==> config.mk <==
export PLATFORM = sky130hd
export DESIGN_NAME = phase_ctrl_flat
export DESIGN_NICKNAME = d
export VERILOG_FILES = /design/src/rtl/phase_ctrl_if.sv /design/src/rtl/phase_ctrl.sv /design/src/flat_wrapper.sv
export SDC_FILE = /design/constraint.sdc
export NUM_CORES = 1
export LEC_CHECK = 0
export CAP_MARGIN = 20
export CORE_MARGIN = 8
export CORE_UTILIZATION = 45
export DETAILED_ROUTE_END_ITERATION = 12
export PLACE_DENSITY = 0.74
export SLEW_MARGIN = 20
export SYNTH_ARGS = -nofsm -noshare
export SYNTH_HDL_FRONTEND = slang
export SYNTH_SLANG_ARGS = --single-unit
export TNS_END_PERCENT = 20
==> constraint.sdc <==
create_clock -name clk -period 1.53 [get_ports clk]
set_clock_uncertainty 0.15 [all_clocks]
set_input_delay 0.306 -clock clk [delete_from_list [all_inputs] [get_ports clk]]
set_output_delay 0.306 -clock clk [all_outputs]
set_load 0.02 [all_outputs]
==> src/rtl/phase_ctrl_if.sv <==
// Control/status bundle between the miniCPU phase sequencer and the datapath.
// PHASE_CTRL_INSTR_COUNT_EN adds the retired-instruction counter.
interface phase_ctrl_if;
   logic        start;
   logic        step_en;
   logic        halt_req;
   logic        mem_wait;
   logic [4:0]  phase;
   logic        running;
   logic        halted;
   logic        fault;
   logic        instr_done;
`ifdef PHASE_CTRL_INSTR_COUNT_EN
   logic [31:0] instr_count;
`endif

   // master: the environment driving control requests and observing phase
   modport master (
      output start, step_en, halt_req, mem_wait,
      input  phase, running, halted, fault, instr_done
`ifdef PHASE_CTRL_INSTR_COUNT_EN
      , input instr_count
`endif
   );

   // slave: the sequencer itself
   modport slave (
      input  start, step_en, halt_req, mem_wait,
      output phase, running, halted, fault, instr_done
`ifdef PHASE_CTRL_INSTR_COUNT_EN
      , output instr_count
`endif
   );
endinterface

==> src/rtl/phase_ctrl.sv <==
// One-hot phase sequencer for the miniCPU: start, single-step, halt, memory stall
// and stall-timeout fault. PHASE_CTRL_INSTR_COUNT_EN adds a 32-bit instruction counter.
module phase_ctrl #(
   parameter int STALL_TIMEOUT  = 15,
   parameter bit START_ON_RESET = 1'b0
) (
   input  logic        clk,
   input  logic        rst,
   phase_ctrl_if.slave bus
);

   localparam int PH_F = 0;
   localparam int PH_D = 1;
   localparam int PH_E = 2;
   localparam int PH_M = 3;
   localparam int PH_W = 4;

   localparam logic [4:0] PHASE_F = 5'(1 << PH_F);
   localparam logic [4:0] PHASE_D = 5'(1 << PH_D);
   localparam logic [4:0] PHASE_E = 5'(1 << PH_E);
   localparam logic [4:0] PHASE_M = 5'(1 << PH_M);
   localparam logic [4:0] PHASE_W = 5'(1 << PH_W);

   localparam int CNT_W = (STALL_TIMEOUT < 1) ? 1 : $clog2(STALL_TIMEOUT + 1);
   localparam logic [CNT_W-1:0] CNT_MAX   = '1;
   localparam logic [CNT_W-1:0] CNT_LIMIT = CNT_W'(STALL_TIMEOUT);

   typedef enum logic [1:0] {
      IDLE  = 2'd0,
      RUN   = 2'd1,
      HALT  = 2'd2,
      FAULT = 2'd3
   } state_t;

   state_t           state_reg;
   logic [4:0]       phase_reg;
   logic             running_reg;
   logic             halted_reg;
   logic             fault_reg;
   logic             done_reg;
   logic             halt_pending_reg;
   logic [CNT_W-1:0] wait_cnt_reg;

   logic in_mem;
   logic enter_w;
   logic timeout_hit;

   assign in_mem  = (state_reg == RUN) && phase_reg[PH_M];
   assign enter_w = in_mem && !bus.mem_wait;

   // A zero timeout means the memory phase may stall forever.
   generate
      if (STALL_TIMEOUT == 0) begin : g_no_timeout
         assign timeout_hit = 1'b0;
      end else begin : g_timeout
         assign timeout_hit = (wait_cnt_reg == CNT_LIMIT);
      end
   endgenerate

   always_ff @(posedge clk or posedge rst) begin
      if (rst) begin
         state_reg        <= START_ON_RESET ? RUN : IDLE;
         phase_reg        <= START_ON_RESET ? PHASE_F : 5'b0;
         running_reg      <= START_ON_RESET;
         halted_reg       <= 1'b0;
         fault_reg        <= 1'b0;
         done_reg         <= 1'b0;
         halt_pending_reg <= 1'b0;
         wait_cnt_reg     <= '0;
      end else begin
         done_reg <= 1'b0;
         case (state_reg)
            IDLE: begin
               phase_reg <= 5'b0;
               if (bus.start) begin
                  state_reg   <= RUN;
                  phase_reg   <= PHASE_F;
                  running_reg <= 1'b1;
               end
            end

            RUN: begin
               if (phase_reg[PH_F]) begin
                  phase_reg <= PHASE_D;
               end else if (phase_reg[PH_D]) begin
                  phase_reg <= PHASE_E;
               end else if (phase_reg[PH_E]) begin
                  if (bus.halt_req) begin
                     halt_pending_reg <= 1'b1;
                  end
                  phase_reg <= PHASE_M;
               end else if (phase_reg[PH_M]) begin
                  if (!bus.mem_wait) begin
                     phase_reg    <= PHASE_W;
                     done_reg     <= 1'b1;
                     wait_cnt_reg <= '0;
                  end else if (timeout_hit) begin
                     state_reg   <= FAULT;
                     phase_reg   <= 5'b0;
                     running_reg <= 1'b0;
                     fault_reg   <= 1'b1;
                  end else if (wait_cnt_reg != CNT_MAX) begin
                     wait_cnt_reg <= wait_cnt_reg + 1'b1;
                  end
               end else if (phase_reg[PH_W]) begin
                  // Exit priority: halt beats single-step beats continue.
                  if (halt_pending_reg) begin
                     state_reg        <= HALT;
                     phase_reg        <= 5'b0;
                     running_reg      <= 1'b0;
                     halted_reg       <= 1'b1;
                     halt_pending_reg <= 1'b0;
                  end else if (bus.step_en) begin
                     state_reg   <= IDLE;
                     phase_reg   <= 5'b0;
                     running_reg <= 1'b0;
                  end else begin
                     phase_reg <= PHASE_F;
                  end
               end else begin
                  // Unreachable in normal operation; restart the rotation cleanly.
                  phase_reg <= PHASE_F;
               end
            end

            HALT: begin
               phase_reg  <= 5'b0;
               halted_reg <= 1'b1;
            end

            FAULT: begin
               phase_reg <= 5'b0;
               fault_reg <= 1'b1;
            end

            default: begin
               state_reg   <= IDLE;
               phase_reg   <= 5'b0;
               running_reg <= 1'b0;
            end
         endcase
      end
   end

   assign bus.phase      = phase_reg;
   assign bus.running    = running_reg;
   assign bus.halted     = halted_reg;
   assign bus.fault      = fault_reg;
   assign bus.instr_done = done_reg;

`ifdef PHASE_CTRL_INSTR_COUNT_EN
   logic [31:0] instr_count_reg;

   // Counted on entry to writeback so the new value is visible during `w`.
   always_ff @(posedge clk or posedge rst) begin
      if (rst) begin
         instr_count_reg <= 32'd0;
      end else if (enter_w) begin
         instr_count_reg <= instr_count_reg + 32'd1;
      end
   end

   assign bus.instr_count = instr_count_reg;
`endif

endmodule
==> src/flat_wrapper.sv <==
// flat-port wrapper written by rule: the top's interface ports become plain ports
module phase_ctrl_flat 
#(
   parameter int STALL_TIMEOUT  = 15,
   parameter bit START_ON_RESET = 1'b0
)
  (clk, rst, bus_start, bus_step_en, bus_halt_req, bus_mem_wait, bus_phase, bus_running, bus_halted, bus_fault, bus_instr_done);
  phase_ctrl_if bus_i ();
  input  logic clk;
  input  logic rst;
  input wire logic [$bits(bus_i.start)-1:0] bus_start;
  input wire logic [$bits(bus_i.step_en)-1:0] bus_step_en;
  input wire logic [$bits(bus_i.halt_req)-1:0] bus_halt_req;
  input wire logic [$bits(bus_i.mem_wait)-1:0] bus_mem_wait;
  output wire logic [$bits(bus_i.phase)-1:0] bus_phase;
  output wire logic [$bits(bus_i.running)-1:0] bus_running;
  output wire logic [$bits(bus_i.halted)-1:0] bus_halted;
  output wire logic [$bits(bus_i.fault)-1:0] bus_fault;
  output wire logic [$bits(bus_i.instr_done)-1:0] bus_instr_done;
  assign bus_i.start = bus_start;
  assign bus_i.step_en = bus_step_en;
  assign bus_i.halt_req = bus_halt_req;
  assign bus_i.mem_wait = bus_mem_wait;
  assign bus_phase = bus_i.phase;
  assign bus_running = bus_i.running;
  assign bus_halted = bus_i.halted;
  assign bus_fault = bus_i.fault;
  assign bus_instr_done = bus_i.instr_done;
  phase_ctrl #(.STALL_TIMEOUT(STALL_TIMEOUT), .START_ON_RESET(START_ON_RESET)) u_core (.clk(clk), .rst(rst), .bus(bus_i));
endmodule
==> summary.md <==
| Metric | Value |
|---|---|
| Most area-consuming cells after synthesis | sky130_fd_sc_hd__dfrtp_1 47%, sky130_fd_sc_hd__ha_1 5.9%, sky130_fd_sc_hd__o21ai_0 4.1%, sky130_fd_sc_hd__nor2_1 4.0%, sky130_fd_sc_hd__nand3_1 3.6% |
| Share of the synthesized area in the top cell type | 0.474 |
| Distinct cell type count after synthesis | 28 |
| Unrepaired setup endpoints after global routing | yes |
| Vertical extent of the die | 59.3 microns |
| Routability cong. | 0.899 |
| Remaining number of nets flagged by the antenna check after routing | 0 |
| Root Buffer | sky130_fd_sc_hd__clkbuf_4 |
| First-pass GRT wire length | 3.23 mm |
| Highest Clock Rate | 0.629 GHz |
| Busiest metal layer after global routing | met2 |
| Critical Path Fanout Max | 6 |
| Fin. Hold Viols | 0 |
| Clk_lat worst skew | 290 ps |
| Worst Setup Path Type | flip-flop to flip-flop |
| Post-place instance area | 1150 sq um |
| Worst relative slew slack | 0.816 |
| Tot Pwr | 748 uW |
| DRT iter0 DRCs | 8 |
| Met3 Track Usage GR | 0.0304 |
| Bufs on Longest Clock Path | 2 |
| Number of instances in the synthesized netlist | 86 |
| Number of antenna violations at the first check in global routing | 0 |
| Aggregate global routing overflow | 0 |
| Starting Density | 0.484 |
| GRT Total Usage | 0.122 |
| Chip Width | 59.3 microns |
| Count of nets after finishing | 132 |
| Clock Sink Count | 16 |
| Pin count of the biggest net entering global routing | 17 |
| Number of warnings issued by yosys | 0 |
| Syn nets | 96 |
| Synthesis-to-finish area growth | 49.3% |
| Final Max Slew Viols | 0 |
| Proportion of synthesized chip area in sequential cells | 0.474 |
| HPWL reported at the end of detailed placement | 1.55 mm |
| Final critical delay including setup and external delays | 1590 ps |
| Die Footprint | 3520 sq um |
| Final core utilization | 0.723 |
| Number of global-route vias before repair | 752 |
| Slew at the pin closest to its max-slew limit | 275 ps |
| Total length of routed wires | 2.22 mm |
| Std cell rows | 15 |
| Setup Viol. Count Final | 3 |
| Hold WC Path Type | input pin to async pin |
| TritonCTS clock tree | done |
| Ant. Diodes | 0 |
| Maximum cell stage delay along the critical path | 410 ps |
| Critical Path Sink Type | flip-flop |
| DR vias/cell | 5.28 |
| Worst R2R Start | u_core.state_reg[1] |
| Number of top-level design ports | 15 |
| Startpoint types | flip-flop |
| Peak VDD IR | 0.480 mV |
| Number of storage elements in the synthesis netlist | 16 |
| Final setup slack of the worst path | -60.8 ps |
| Number of buffers created by CTS | 3 |
| Global routing usage on met1 | 0.142 |
| Run status | finished, violations left |
| Number of cells after detailed placement | 140 |
| Remaining design rule violation count | 0 |
| Max-capacitance violation count | 0 |
| Average wire per cell in the routed design | 15.2 microns |
| Worst path arrival time | 1660 ps |
| H-Tree Depth | 1 |
| Final Cycle Share | 1.04 |
| Core area | 1750 sq um |
| First-pass iteration count of the detailed router | 4 |
| List of cells traversed by the critical path | inv_2 > ha_4 > mux2_4 > o221ai_4 > nor3_4 > mux2i_1 |
| Worst-path clk slew | 100 ps |
| Static power due to leakage | 0.000542 uW |
| Slowest-stage cell, CP | sky130_fd_sc_hd__dfrtp_1 |
| Total number of vias | 771 |
| Synthesized area per cell | 9.82 sq um |
| Buffers added on ports | 14 |
| Pwr/cell area | 593 nW/um^2 |
| Violations in the final reports | negative setup slack |
| Fin cells | 146 |
| Worst path required time | 1600 ps |
| Layout cell share with drive strength beyond 1 | 0.405 |
| Setup crit start | u_core.state_reg[1] |
| GR Layer Usage met2 | 0.193 |
| Hold bufs inserted after CTS | 0 |
| Netlist Area Pre-Place | 845 sq um |
| Synth area leader | sky130_fd_sc_hd__dfrtp_1 |
| Final Instance Area | 1260 sq um |
| Worst setup slack before clock tree synthesis | -136 ps |
| Max reg flops | 5 |
-- cells in the mapped netlist, drive strengths merged --
cell type,instances
dfrtp,16
nor2,9
nand2,7
o21ai,7
nand3,6
inv,5
a21oi,4
ha,4
nor3,4
a22o,3
a31oi,3
buf,3
a21o,2
a2bb2oi,1
and3,1
mux2,1
mux2i,1
nand2b,1
nor2b,1
nor3b,1
nor4,1
nor4b,1
o21a,1
o221ai,1
o32a,1
or3,1
-- area by class of cell --
type / count / area (sq um)
Clock buffer: 4 / 36.3
Fill cell: 125 / 484
Inverter: 5 / 18.8
Multi-Input combinational cell: 62 / 500
Sequential cell: 16 / 403
Tap cell: 25 / 31.3
Timing Repair Buffer: 34 / 272
-- cell families after synthesis --
| family | Yosys count | synth area share |
|---|---|---|
| simple gates | 33 | 0.212 |
| compound gates | 23 | 0.187 |
| flops | 16 | 0.474 |
| buf+inv | 8 | 0.0430 |
| fa+ha+maj | 4 | 0.0593 |
| mux | 2 | 0.0252 |
-- path summary, 6_finish.rpt --
check	end	slack, ps	depth (start not counted)
hold reg to reg	u_core.bus.halted	330	1
hold / removal	u_core.bus.phase[4]	150	3
min in group clk	u_core.bus.halted	330	1
setup / recovery	u_core.state_reg[1]	-60	6
max in group asynchronous	u_core.state_reg[0]	870	3
setup reg to reg	u_core.state_reg[1]	-60	6
-- where the power goes --
part	switching (uW)	leakage [uW]	internal [uW]
sequential	0	0.000194	423
combinational	18.8	0.000327	17.7
clock	144	0.0000210	145
total	162	0.000542	585
-- worst max-delay path: cells and delay by family, from the launching register on --
kind / cells / cell delay, ps
flops: 1 / 410
simple gates: 1 / 180
compound gates: 1 / 100
mux: 2 / 370
buf+inv: 1 / 110
fa+ha+maj: 1 / 190
-- cells in the final DEF (no fill, tap or decap), types with 4 or more instances in the layout --
cell type and count:
sky130_fd_sc_hd__nand3_1 5, sky130_fd_sc_hd__clkdlybuf4s50_1 5, sky130_fd_sc_hd__buf_4 20, sky130_fd_sc_hd__dlygate4sd2_1 4
sky130_fd_sc_hd__a21oi_1 4, sky130_fd_sc_hd__nor2_1 7, sky130_fd_sc_hd__o21ai_0 7, sky130_fd_sc_hd__dfrtp_1 14
sky130_fd_sc_hd__nand2_1 6
-- layer usage --
layer,share of wire,wire length [microns],up-vias
met5,0,0,-
met4,0.018,41,0
met3,0.046,102,5
met2,0.49,1090,19
met1,0.44,981,367
li1,-,-,380
-- metrics by stage --
step,setup TNS [ps],hold slack (ps)
6_report,-135,152
3_3_place_gp,-332,294
3_5_place_dp,-506,319
4_1_cts,-291,155
2_1_floorplan,-113,69.7
5_1_grt,-512,192
-- timing repair --
item                       in CTS  in global routing
pin swaps                       0                  3
buffers inserted                0                  2
gates resized for setup        13                 22
setup endpoints to repair      16                 16
No activity file was read; power rests on OpenSTA's default activity.
